[src/rtl/noc_params.sv]
// Shared NoC parameters.
// Holds the port count, the port index type and the flit label encoding
// from which each input port derives its is_tail flag.
package noc_params;

  localparam int unsigned PORT_NUM = 5;
  localparam int unsigned PORT_W   = (PORT_NUM > 1) ? $clog2(PORT_NUM) : 1;

  typedef logic [PORT_W-1:0] port_t;

  typedef enum logic [1:0] {
    FlitHead     = 2'd0,
    FlitBody     = 2'd1,
    FlitTail     = 2'd2,
    FlitHeadTail = 2'd3
  } flit_label_t;

  // A flit closes its packet when it is a tail or a single-flit packet.
  function automatic logic label_is_tail(flit_label_t label);
    return (label == FlitTail) || (label == FlitHeadTail);
  endfunction

endpackage

[src/rtl/round_robin_arbiter.sv]
// Round-robin arbiter with an owned priority pointer.
// Ports:
//   clk, rst     - clock, synchronous active-high reset (pointer -> 0)
//   request_i    - one request bit per requester
//   update_i     - advance the pointer past the winner at the next edge
//   grant_o      - one-hot grant (all zero when nobody requests)
//   grant_idx_o  - index of the granted requester (0 when no grant)
module round_robin_arbiter #(
  parameter int unsigned N    = 5,
  parameter int unsigned IdxW = (N > 1) ? $clog2(N) : 1
) (
  input  logic            clk,
  input  logic            rst,
  input  logic [N-1:0]    request_i,
  input  logic            update_i,
  output logic [N-1:0]    grant_o,
  output logic [IdxW-1:0] grant_idx_o
);

  logic [IdxW-1:0] r_ptr;
  logic [IdxW-1:0] w_ptr_next;
  logic [IdxW-1:0] w_sel;
  logic            w_found;
  int unsigned     w_cand;

  // Search ptr, ptr+1, ... modulo N; first requester wins.
  always_comb begin
    grant_o     = '0;
    grant_idx_o = '0;
    w_found     = 1'b0;
    w_cand      = 0;
    w_sel       = '0;
    for (int unsigned k = 0; k < N; k++) begin
      w_cand = 32'(r_ptr) + k;
      if (w_cand >= N) w_cand = w_cand - N;
      w_sel = IdxW'(w_cand);
      if (!w_found && request_i[w_sel]) begin
        grant_o[w_sel] = 1'b1;
        grant_idx_o    = w_sel;
        w_found        = 1'b1;
      end
    end
  end

  // Explicit wrap: N need not be a power of two.
  always_comb begin
    w_ptr_next = r_ptr;
    if (update_i && w_found) begin
      w_ptr_next = (grant_idx_o == IdxW'(N - 1)) ? '0 : grant_idx_o + 1'b1;
    end
  end

  always_ff @(posedge clk) begin
    if (rst) r_ptr <= '0;
    else     r_ptr <= w_ptr_next;
  end

endmodule

[src/rtl/switch_allocator.sv]
// Separable single-cycle switch allocator.
// One round-robin arbiter per output picks at most one input per cycle;
// grants are OR-reduced back to the inputs and returned to the crossbar.
// Optional feature: define SA_WORMHOLE_LOCK_EN to keep an output locked to
// one input from a head flit until its tail flit.
// Ports:
//   clk, rst     - clock, synchronous active-high reset
//   request_i    - per-input switch request
//   out_port_i   - per-input requested output (>= PORT_NUM matches nothing)
//   is_tail_i    - per-input head-of-buffer flit is tail/head-tail
//   on_off_i     - per-output downstream may accept
//   valid_o      - per-input grant (buffer read strobe)
//   xb_sel_o     - per-output selected input index (0 when idle)
//   xb_valid_o   - per-output flit present this cycle
module switch_allocator
  import noc_params::*;
#(
  parameter int unsigned PORT_NUM  = noc_params::PORT_NUM,
  parameter int unsigned PORT_SIZE = (PORT_NUM > 1) ? $clog2(PORT_NUM) : 1
) (
  input  logic                 clk,
  input  logic                 rst,
  input  logic                 request_i  [PORT_NUM],
  input  port_t                out_port_i [PORT_NUM],
  input  logic                 is_tail_i  [PORT_NUM],
  input  logic                 on_off_i   [PORT_NUM],
  output logic                 valid_o    [PORT_NUM],
  output logic [PORT_SIZE-1:0] xb_sel_o   [PORT_NUM],
  output logic                 xb_valid_o [PORT_NUM]
);

  logic [PORT_NUM-1:0]  w_req       [PORT_NUM];
  logic [PORT_NUM-1:0]  w_arb_req   [PORT_NUM];
  logic                 w_update    [PORT_NUM];
  logic [PORT_NUM-1:0]  w_grant     [PORT_NUM];
  logic [PORT_SIZE-1:0] w_grant_idx [PORT_NUM];

  for (genvar o = 0; o < PORT_NUM; o++) begin : g_out
    // Eligibility folded into the request so a blocked output neither grants
    // nor moves its pointer/lock.
    for (genvar i = 0; i < PORT_NUM; i++) begin : g_req
      assign w_req[o][i] = request_i[i] && (32'(out_port_i[i]) == o) && on_off_i[o];
    end

`ifdef SA_WORMHOLE_LOCK_EN
    logic                 r_locked;
    logic [PORT_SIZE-1:0] r_owner;
    logic                 w_owner_tail;
    logic                 w_win_tail;

    assign w_owner_tail = is_tail_i[r_owner];
    assign w_win_tail   = is_tail_i[w_grant_idx[o]];

    // While locked only the owner can reach the arbiter, so the search
    // degenerates to the owner and a tail grant moves the pointer to owner+1.
    assign w_arb_req[o] = r_locked ? (w_req[o] & (PORT_NUM'(1) << r_owner)) : w_req[o];
    assign w_update[o]  = !r_locked || w_owner_tail;

    always_ff @(posedge clk) begin
      if (rst) begin
        r_locked <= 1'b0;
        r_owner  <= '0;
      end else if (|w_grant[o]) begin
        if (r_locked) begin
          if (w_owner_tail) r_locked <= 1'b0;
        end else if (!w_win_tail) begin
          r_locked <= 1'b1;
          r_owner  <= w_grant_idx[o];
        end
      end
    end
`else
    assign w_arb_req[o] = w_req[o];
    assign w_update[o]  = 1'b1;
`endif

    round_robin_arbiter #(
      .N    (PORT_NUM),
      .IdxW (PORT_SIZE)
    ) u_arb (
      .clk         (clk),
      .rst         (rst),
      .request_i   (w_arb_req[o]),
      .update_i    (w_update[o]),
      .grant_o     (w_grant[o]),
      .grant_idx_o (w_grant_idx[o])
    );
  end

`ifndef SA_WORMHOLE_LOCK_EN
  logic w_unused_tail;
  always_comb begin
    w_unused_tail = 1'b0;
    for (int i = 0; i < PORT_NUM; i++) w_unused_tail = w_unused_tail ^ is_tail_i[i];
  end
`endif

  always_comb begin
    for (int i = 0; i < PORT_NUM; i++) begin
      valid_o[i] = 1'b0;
      for (int o = 0; o < PORT_NUM; o++) valid_o[i] = valid_o[i] | w_grant[o][i];
      if (rst) valid_o[i] = 1'b0;
    end
    for (int o = 0; o < PORT_NUM; o++) begin
      xb_valid_o[o] = !rst && (|w_grant[o]);
      xb_sel_o[o]   = xb_valid_o[o] ? w_grant_idx[o] : '0;
    end
  end

endmodule

[config.mk]
export PLATFORM = sky130hd
export DESIGN_NAME = switch_allocator
export DESIGN_NICKNAME = d
export VERILOG_FILES = /design/src/rtl/noc_params.sv /design/src/rtl/round_robin_arbiter.sv /design/src/rtl/switch_allocator.sv
export SDC_FILE = /design/constraint.sdc
export NUM_CORES = 1
export LEC_CHECK = 0
export ABC_AREA = 1
export CAP_MARGIN = 20
export CELL_PAD_IN_SITES_DETAIL_PLACEMENT = 0
export CELL_PAD_IN_SITES_GLOBAL_PLACEMENT = 1
export CORE_UTILIZATION = 25
export CTS_CLUSTER_SIZE = 14
export DETAILED_ROUTE_END_ITERATION = 7
export GPL_TIMING_DRIVEN = 1
export HOLD_SLACK_MARGIN = 0.05
export PLACE_DENSITY = 0.67
export SLEW_MARGIN = 20
export SYNTH_ARGS = -nofsm -noshare
export SYNTH_HDL_FRONTEND = slang
export SYNTH_SLANG_ARGS = --single-unit
[constraint.sdc]
create_clock -name clk -period 5.6 [get_ports clk]
set_clock_uncertainty 0.15 [all_clocks]
set_input_delay 0.84 -clock clk [delete_from_list [all_inputs] [get_ports clk]]
set_output_delay 0.84 -clock clk [all_outputs]
set_load 0.02 [all_outputs]
==> flow_metrics.env <==
export IMPL_status="completed"
export IMPL_yosysWarnings=0
export IMPL_rows=60
export IMPL_cts_buffer_depth=2
export IMPL_die_width_um=169
export IMPL_layout_setup_ws_ns=0.416
export IMPL_slew_violations=0
export IMPL_wl_mm=24.2
export IMPL_cts_buffers=3
export IMPL_cpMaxStageDelayCell="clkdlybuf4s50_1"
export IMPL_rsz0062_at_grt="no"
export IMPL_worstHoldStart="g_out[2].u_arb.r_ptr[2]$_SDFFE_PP0P_"
export IMPL_dieArea_um2=28700
export IMPL_nFillCells=3192
export IMPL_place_hpwl_mm=20.8
export IMPL_cp_start_kind="register"
export IMPL_antenna_left=0
export IMPL_synth_simple_area_share=0.600
export IMPL_drtPass1Iterations=7
export IMPL_cts_resized=0
export IMPL_synth_area_mux_share=0
export IMPL_finalCritPeriodShare=0.926
export IMPL_synthesis_nets=1450
export IMPL_cap_violations=0
export IMPL_num_vias=8507
export IMPL_avgSynthCellArea_um2=5.14
export IMPL_dp_slack_ns=0.425
export IMPL_first_global_vias=7694
export IMPL_cp_arrival_ns=4.19
export IMPL_initial_core_util=0.258
export IMPL_crit_fanout=8
export IMPL_ctsHoldBuffers=0
export IMPL_grt_usage=0.169
export IMPL_drc=0
export IMPL_place_inst=1791
export IMPL_grt_pass1_wl_mm=39.0
export IMPL_setup_tns_ns=0
export IMPL_coreArea_um2=27200
export IMPL_synth_adder_area_share=0.105
export IMPL_die_y_um=169
export IMPL_final_seq_area_um2=303
export IMPL_synth_seq_cells=15
export IMPL_hold_viol=0
export IMPL_wl_per_cell_um=13.5
export IMPL_nets=1512
export IMPL_crit_top_cell="nor2_1"
export IMPL_setup_viol=0
export IMPL_largestRegisters="g_out.u_arb.r_ptr x15"
export IMPL_synth_seq_area_share=0.0429
export IMPL_worst_slew_pin_slew_ns=0.602
export IMPL_viasPerCell=4.74
export IMPL_min_delay_path_depth=2
export IMPL_drt_iter0_markers=752
export IMPL_pin_count=57
export IMPL_clock_fmax_mhz=193
export IMPL_synth_top_family_by_area="simple AND/OR/NAND/NOR gates"
export IMPL_cp_end_kind="output port"
export IMPL_grt_overflow=0
export IMPL_numPortBuffers=51
export IMPL_synth_compound_area_frac=0.103
export IMPL_antenna_found_initial=0
export IMPL_place_gp_congestion=0.867
export IMPL_reg2reg_slack_ns=1.60
export IMPL_period_minus_slack_ns=5.18
export IMPL_path_cells="inv_1, ha_1, ha_1, inv_1, o21ai_0, nor2_1, o21ai_0, nor2_1, nor2_1, nand3_1, nor2_1, nand2_1, nand2_1, nor2_1, nand3_1, nor2_1, nor2_1, clkdlybuf4s50_1"
export IMPL_drive_above_1_share=0.0815
export IMPL_top_register="g_out.u_arb.r_ptr"
export IMPL_whs_endpoint="g_out[2].u_arb.r_ptr[2]$_SDFFE_PP0P_"
export IMPL_r2r_cells=19
export IMPL_worstSetupPathType="reg -> out"
export IMPL_mappedNetlistArea_um2=7000
export IMPL_cts_htree_levels=1
export IMPL_multi_input_area_um2=5860
export IMPL_cpPeakStageDelay_ns=0.65
export IMPL_final_core_util=0.298
export IMPL_clock_sinks=15
export IMPL_crit_reg2reg_launch="g_out[4].u_arb.r_ptr[2]$_SDFFE_PP0P_"
export IMPL_slew_headroom=0.597
export IMPL_synth_xor_area_frac=0.0281
export IMPL_synthDistinctLibCells=47
export IMPL_clk_latency_ns=0.26
export IMPL_diodes=0
export IMPL_r2r_end="g_out[4].u_arb.r_ptr[1]$_SDFFE_PP0P_"
export IMPL_cts_setup_buffers=0
export IMPL_clk_pin_slew_worst_paths_ns=0.07
export IMPL_instances_no_fill=1795
export IMPL_required_ns=4.61
export IMPL_largest_reg_flops=15
export IMPL_min_path_type="reg -> reg"
export IMPL_cts_tree="done"
export IMPL_netlist_instances=1362
export IMPL_area_growth_pct=15.9
export IMPL_grt_max_degree=15
export IMPL_cts_root_buf="clkbuf_16"
## final cells by class
| class | instances | area share |
|---|---|---|
| clock inverter | 1 | 0.000617 |
| multi-input combinational | 1133 | 0.723 |
| sequential | 15 | 0.0373 |
| tap | 372 | 0.0574 |
| clock buffer | 3 | 0.00926 |
| timing repair buffer | 68 | 0.0787 |
| inverter | 203 | 0.0941 |
## placed cells by master (no fill, tap or decap), drive strengths merged, types with 8 or more instances in the layout
master / count
buf: 17
dfxtp: 15
nor3: 24
nand2: 441
inv: 202
nand4: 37
nor2: 212
a21oi: 41
ha: 51
clkdlybuf4s50: 51
nand3b: 10
xnor2: 8
xor2: 11
nand3: 198
o21ai: 67
## Yosys cell counts, drive strengths merged
master	n	area share
a21boi	1	0.0011
nor3b	1	0.0011
ha	51	0.091
nand4	37	0.034
nand3	198	0.16
inv	202	0.11
a31oi	5	0.0045
o21ai	67	0.051
a21oi	41	0.032
and3	1	0.00089
clkbuf	1	0.00071
clkinv	1	0.00071
a22oi	1	0.0011
fa	5	0.014
xnor2	8	0.010
o22ai	4	0.0036
o21bai	3	0.0038
buf	9	0.0095
xor2	11	0.018
nor2	212	0.12
o211ai	5	0.0054
a211oi	1	0.0011
dfxtp	15	0.043
dlygate4sd1	1	0.0013
and2	5	0.0052
and2b	1	0.0011
nor3	24	0.019
nand3b	10	0.011
nand2	441	0.24
## metal layers
| layer | vias up | global-route usage | part of all wire |
|---|---|---|---|
| met5 | - | 0 | 0 |
| met2 | 169 | 0.287 | 0.46 |
| li1 | 4504 | - | - |
| met4 | 0 | 0.0501 | 0.028 |
| met1 | 3803 | 0.229 | 0.48 |
| met3 | 31 | 0.0105 | 0.035 |
## how the worst max path moves through the flow
stage | start | endpoint | slack (ns) | depth (start not counted)
global route | g_out[1].u_arb.r_ptr[1]$_SDFFE_PP0P_ | valid_o[1] | 0.03 | 18
global placement | on_off_i[1] | valid_o[2] | 0.43 | 17
detailed placement | on_off_i[1] | valid_o[2] | 0.43 | 17
CTS | g_out[3].u_arb.r_ptr[1]$_SDFFE_PP0P_ | valid_o[1] | 0.29 | 17
finish | g_out[1].u_arb.r_ptr[1]$_SDFFE_PP0P_ | valid_o[1] | 0.42 | 18
floorplan | g_out[4].u_arb.r_ptr[0]$_SDFFE_PP0P_ | xb_sel_o[2] | 1.51 | 17
## kinds of logic after synthesis
logic type / count (synthesis)
AOI/OAI and AO/OA: 128
xor gates and xnor gates: 19
adders and majority gates: 56
buffers and inverters: 214
DFF: 15
and+or+nand+nor: 930
## stage by stage
step | area, µm² | hold WS (ns)
after floorplan | 7000 | 0.406
after global placement | 8020 | 0.472
final | 8110 | 0.475
after CTS | 8100 | 0.490
after global routing | 8110 | 0.534
after detailed placement | 8020 | 0.475
## worst max-delay path, delay by kind of cell, from the launching register on
family          cells  cell delay, ns
flops               1            0.51
buf+inv             3            0.97
simple gates       11            1.32
fa+ha+maj           2            0.63
compound gates      2            0.49
Power is not shown: default switching activity piles up to over one toggle a cycle in this logic, so the estimate is an artifact.
